## src/rtl/sequenciador_calculadora.sv

```systemverilog
`default_nettype none
// ============================================================================
// Module     : sequenciador_calculadora
// Description: Sequences one command at a time into an external combinational
//              calculator, waits ESPERA cycles, captures and delivers the result
//              with a valid/ready handshake. Optional flags: SEQUENCIADOR_FLAGS_EN.
// Revision   : 1.0 - initial release
// ============================================================================
module sequenciador_calculadora #(
    parameter int ESPERA = 1
) (
    input  logic       clk,
    input  logic       rst_n,
    input  logic       in_valid,
    output logic       in_ready,
    input  logic [7:0] op_A,
    input  logic [7:0] op_B,
    input  logic [2:0] op_codigo,
    output logic [7:0] calc_A,
    output logic [7:0] calc_B,
    output logic [2:0] calc_codigo,
    input  logic [7:0] calc_saida,
    output logic       res_valid,
    input  logic       res_ready,
    output logic [7:0] resultado,
`ifdef SEQUENCIADOR_FLAGS_EN
    output logic       flag_zero,
    output logic       flag_codigo_invalido,
`endif
    output logic [7:0] contador
);

    localparam logic [3:0] c_espera = 4'(ESPERA);

    typedef enum logic [1:0] {
        OCIOSO  = 2'd0,
        EMITE   = 2'd1,
        ENTREGA = 2'd2
    } estado_t;

    estado_t    r_estado;
    estado_t    w_proximo;
    logic [3:0] r_espera;
    logic       w_aceita;
    logic       w_captura;
    logic       w_entrega;

    always_ff @(posedge clk or negedge rst_n) begin
        if (!rst_n) begin
            r_estado <= OCIOSO;
        end else begin
            r_estado <= w_proximo;
        end
    end

    always_comb begin
        w_proximo = r_estado;
        w_aceita  = 1'b0;
        w_captura = 1'b0;
        w_entrega = 1'b0;
        case (r_estado)
            OCIOSO: begin
                if (in_valid) begin
                    w_aceita  = 1'b1;
                    w_proximo = EMITE;
                end
            end
            EMITE: begin
                // Capture on the last wait cycle so ESPERA=1 gives one-cycle latency.
                if (r_espera == 4'd1) begin
                    w_captura = 1'b1;
                    w_proximo = ENTREGA;
                end
            end
            ENTREGA: begin
                if (res_ready) begin
                    w_entrega = 1'b1;
                    w_proximo = OCIOSO;
                end
            end
            default: begin
                w_proximo = OCIOSO;
            end
        endcase
    end

    assign in_ready  = (r_estado == OCIOSO);
    assign res_valid = (r_estado == ENTREGA);

    always_ff @(posedge clk or negedge rst_n) begin
        if (!rst_n) begin
            calc_A      <= 8'd0;
            calc_B      <= 8'd0;
            calc_codigo <= 3'd0;
            r_espera    <= 4'd0;
            resultado   <= 8'd0;
            contador    <= 8'd0;
        end else begin
            if (w_aceita) begin
                calc_A      <= op_A;
                calc_B      <= op_B;
                calc_codigo <= op_codigo;
                r_espera    <= c_espera;
            end else if (r_estado == EMITE) begin
                r_espera <= r_espera - 4'd1;
            end
            if (w_captura) begin
                resultado <= calc_saida;
            end
            if (w_entrega) begin
                contador <= contador + 8'd1;
            end
        end
    end

`ifdef SEQUENCIADOR_FLAGS_EN
    always_ff @(posedge clk or negedge rst_n) begin
        if (!rst_n) begin
            flag_zero            <= 1'b0;
            flag_codigo_invalido <= 1'b0;
        end else if (w_captura) begin
            flag_zero            <= (calc_saida == 8'd0);
            flag_codigo_invalido <= calc_codigo[2];
        end
    end
`endif

endmodule
`default_nettype wire

```

## config.mk

```make
export PLATFORM = sky130hd
export DESIGN_NAME = sequenciador_calculadora
export DESIGN_NICKNAME = d
export VERILOG_FILES = /design/src/rtl/sequenciador_calculadora.sv
export SDC_FILE = /design/constraint.sdc
export NUM_CORES = 1
export LEC_CHECK = 0
export ABC_AREA = 1
export ABC_CLOCK_PERIOD_IN_PS = 1000
export BUFFER_PORTS_ARGS = -buffer_cell sky130_fd_sc_hd__buf_2
export CELL_PAD_IN_SITES_DETAIL_PLACEMENT = 0
export CELL_PAD_IN_SITES_GLOBAL_PLACEMENT = 1
export CORE_MARGIN = 2
export CORE_UTILIZATION = 32
export CTS_CLUSTER_DIAMETER = 120
export DETAILED_ROUTE_END_ITERATION = 10
export PLACE_DENSITY = 0.73
export SLEW_MARGIN = 0
export SYNTH_ARGS = -nofsm -noshare
export SYNTH_HDL_FRONTEND = slang
export SYNTH_SLANG_ARGS = --single-unit
```

## constraint.sdc

```tcl
create_clock -name clk -period 1 [get_ports clk]
set_input_delay 0.2 -clock clk [delete_from_list [all_inputs] [get_ports clk]]
set_output_delay 0.2 -clock clk [all_outputs]
set_load 0.1 [all_outputs]
```

* After elaboration in Yosys (flattened, before gate mapping) *
Index checks and enable logic that the tools add are counted.
W data, S select, Z words.

storage, ports and cells
  flip-flop bits (word level) = 41
  input bits = 31
  output and inout bits = 37
  word-level logic and storage cells = 30

operators by class
  add/sub/neg operators = 2
  equal/unequal tests = 6
  multiplexer cells = 12
  reduce and logical (&&, ||, !) cells = 3

operator list
  kind                   count
  $add A8 B1 Y8 const B  1
  $mux W4                2
  $mux W1                6
  $mux W2                3
  $pmux W2 S3            1
  $eq A4 B1 Y1 const B   1
  $ne A2 B2 Y1 const B   2
  $sub A4 B1 Y4 const B  1
  $reduce_and A3 Y1      1
  $eq A2 B1 Y1 const B   1
  $eq A2 B2 Y1 const B   1
  $logic_not A2 Y1       1
  $ne A2 B1 Y1 const B   1
  $reduce_bool A2 Y1     1

* Logic depth before layout (Yosys ltp) *
  depth in word-level cells = 3
  depth in mapped cells = 7
  gate-level depth less buffers = 7

* Worst setup path after synthesis *
No wires, ideal clock.

  path kind = reg2reg
  start = register r_estado[1]
  end = register calc_A[0]
  library setup time = 120 ps
  arrival = 1889 ps
  required time = 880 ps
  path slack = -1009 ps
  cell stages (with the launch flop) = 6
  buffers on the path = 1
  clock period less this slack = 2009 ps
  cells stage by stage = dfrtp_1 nor2_2 nand2_2 buf_4 nand2_1 nand2_1

on the way
  cells in the longest elaborated chain, start to end = 2

RTL lines
  what                    line  source
  start, declared         41    estado_t r_estado;
  start signal, assigned  52    r_estado <= w_proximo;
  $logic_not A2 Y1        n/a
  via in_ready            15    output logic in_ready,
  $mux W1                 61    case (r_estado)
  end signal, assigned    100   calc_A <= op_A;
  end, declared           19    output logic [7:0] calc_A,

The timed path passes the listed nets, and every way through them passes these cells.
A chain may end at the register's enable or synchronous reset.

* Worst setup path in the final report *
  start = register r_estado[1]
  end = output port in_ready

on the way
  cells in the longest elaborated chain, start to end = 1

RTL lines
  what              line  source
  $logic_not A2 Y1  87    assign in_ready = (r_estado == OCIOSO);
  end, declared     15

No other way between the ends.

==> results by group <==
Outcome
  • Outcome: finished with violations
  • Failing checks: negative setup slack

Floorplan
  • Die height: slightly below 80 microns
  • Num rows: 27
  • Full die area: 6310 sq um
  • Die X: 79.5 microns
  • Core Box Area: ~5500 sq um
  • Starting density of the core: 33.1%
  • # IOs: 68

STA
  • Max Slew Vio Count: 0
  • Final setup margin: -352 ps
  • Crit share post-route: 135%
  • Fin. Hold Viols: 0
  • RSZ-0062 raised after global routing: yes
  • Final Setup Violations: 78
  • Skew final: 6.06 ps
  • Slew @ Worst Pin: 343 ps
  • Fin crit period: 1350 ps
  • Achievable frequency: 740 MHz
  • Max_slew headroom: 77.1%

Routing
  • Iter 0 DRT Violations: 27
  • Total routed wirelength: 4710 microns
  • Vias per inst: 4.26
  • Routed WL per cell: 11.9 microns
  • Vias after detailed routing: 1,685
  • # DRC: 0
  • Drt pass-1 iters: 4
  • DRT antenna net count: 0

GRT
  • GRT Util Overall: 16.8%
  • Largest net degree at the start of global routing: 31
  • Initial antenna violation count: 0
  • First-pass GRT wire length: 8290 microns
  • Final global-route overflow total: 0
  • Vias in the first global route: 1,779

Logic synthesis
  • Top cells by area, synth: dfrtp_1 56%, nand2_1 20%, inv_1 4.5%, o21ai_2 3.8%, ha_1 2.1%
  • Ys flop type: dfrtp_1
  • Number of synthesized flops with an enable pin: 0
  • Post-synthesis sequential area ratio: 56.3%
  • Avg Synthesized Cell Area: 8.93 sq um
  • Synth Area in Simple Gates: 28.2%
  • Post-synthesis mux area share: 0%
  • Most frequent cell after synthesis: nand2_1
  • Yosys warning count: 0
  • Cells after Synth: 204
  • Post-synth ARST share: 100%
  • Commonest cells post-synth: 96 x nand2_1, 41 x dfrtp_1, 22 x inv_1, 8 x o21ai_2, 6 x nand3_1
  • Synth Register Bits: 41
  • Post-synthesis adder-cell area fraction: 2.06%
  • Syn_nets: 238
  • Synth Cell Area: 1820 sq um
  • Top-area cell type share of the netlist area: 56.3%
  • XOR/XNOR share of the synthesized area: 1.44%
  • Yosys top cell by area: dfrtp_1
  • Post-synthesis compound-gate area fraction: 4.81%
  • Main combinational cell family by area after synthesis: simple AND/OR/NAND/NOR gates
  • Distinct cells, synth: 22

Placed design
  • Placer Congestion: around 0.76
  • Place WS: -236 ps
  • Hpwl dp: 3150 microns
  • Buffers added on ports: 67
  • Dpl cells: 360

Layout
  • Area Overhead vs Synth: 94.5%
  • Share of cells above drive strength 1: approximately three fifths
  • Layout net count: 357
  • Post-Layout Cell Count: around 400
  • # diodes: 0

Clock network
  • Clock sinks: 41
  • Clock slew at reported path FFs: roughly 80 ps
  • CTS max path bufs: 2
  • TritonCTS clock tree: done
  • Cts bufs inserted: 5
  • Clk_lat worst skew: 290 ps
  • H-tree depth: 2
  • Root Buffer: clkbuf_8

Critical path
  • CP Data Required Time: 800 ps
  • Crit path kind: reg -> out
  • Crit Path Max Fanout: 3
  • Worst-path cell chain: nor2_4, buf_6, buf_12
  • Critical Path Start: r_estado[1]
  • Critical Path Slowest Stage Cell: dfrtp_2
  • Max incr delay on CP: 440 ps
  • Arr. time, crit path: 1150 ps
  • Reg2reg start: r_estado[1]
  • CP Capture Type: output port
  • Startpoint types: register

Hold path
  • HP Start: op_A[2]
  • Hold Path Class: in -> reg

Run
  • Max cap viols: 0
worst max-delay path, delay by kind of cell (launching register included):
kind	cells	cell delay [ps]
buf+inv	2	270
simple gates	1	140
flops	1	440
routing by layer:
metal	track usage (%)	wire length (microns)
met1	20.9	1960
met4	4.14	32
met5	0	0
met3	6.00	345
met2	27.8	2370
worst paths after layout:
path | end | slack [ps] | depth (start not counted)
max in group asynchronous | contador[1] | 410 | 3
min | calc_A[2] | 90 | 3
min reg2reg | calc_B[0] | 520 | 2
max | in_ready | -350 | 3
min in group asynchronous | calc_A[1] | 390 | 3
max reg2reg | calc_codigo[1] | -280 | 7
sequential cells by signal, summed over array words and instances, names as in the netlist:
name and cells:
calc_A 8, calc_B 8, calc_codigo 3, contador 8, r_espera 4, r_estado 2
resultado 8
what timing repair did:
action	in CTS	in global routing
endpoints found under the setup margin	77	78
buffers inserted	19	4
pin swaps	14	3
resized for setup	40	13
hold buffers	1	0
endpoints found under the hold margin	41	0
gates cloned	4	0
area by class of cell:
| cell class | count | area [sq um] |
|---|---|---|
| repair inverters | 1 | 8.76 |
| repair buffers | 112 | 1320 |
| multi-input cells | 138 | 843 |
| fillers | 457 | 1960 |
| clock inverters | 1 | 5.00 |
| clock buffers | 7 | 96.3 |
| inverters | 24 | 108 |
| flip-flops and latches | 41 | 1080 |
| well taps | 72 | 90.1 |
metrics by stage:
step / setup TNS [ps] / utilization, % / instance area [sq um] / hold slack, ps
3_5_place_dp: -5550 / 55.1 / 3030 / 183
5_1_grt: -16880 / 64.3 / 3540 / 84.3
6_report: -13620 / 64.3 / 3540 / 94.0
2_1_floorplan: -16370 / - / 1930 / -95.6
4_1_cts: -13100 / 63.0 / 3470 / 84.9
3_3_place_gp: -4810 / 55.1 / 3030 / 180
logic make-up after synthesis:
family	Yosys count
and+or+nand+nor	118
DFF	41
buffers and inverters	28
AOI/OAI and AO/OA	11
xor gates and xnor gates	3
adders and majority gates	3
cell usage in the layout, fill, tap and decap left out, types with 3 or more instances in the layout:
| master | instances |
|---|---|
| dfrtp_2 | 20 |
| o21ai_2 | 9 |
| xor2_1 | 3 |
| buf_2 | 30 |
| buf_4 | 25 |
| clkbuf_8 | 7 |
| nand2_2 | 13 |
| nand3_4 | 3 |
| dfrtp_1 | 14 |
| inv_1 | 17 |
| nand3_2 | 5 |
| nand2_1 | 83 |
| inv_2 | 4 |
| buf_12 | 38 |
| dfrtp_4 | 7 |
| nor2_4 | 7 |
| buf_6 | 17 |
Power is not shown: default switching activity piles up to over one toggle a cycle in this logic, so the estimate is an artifact.
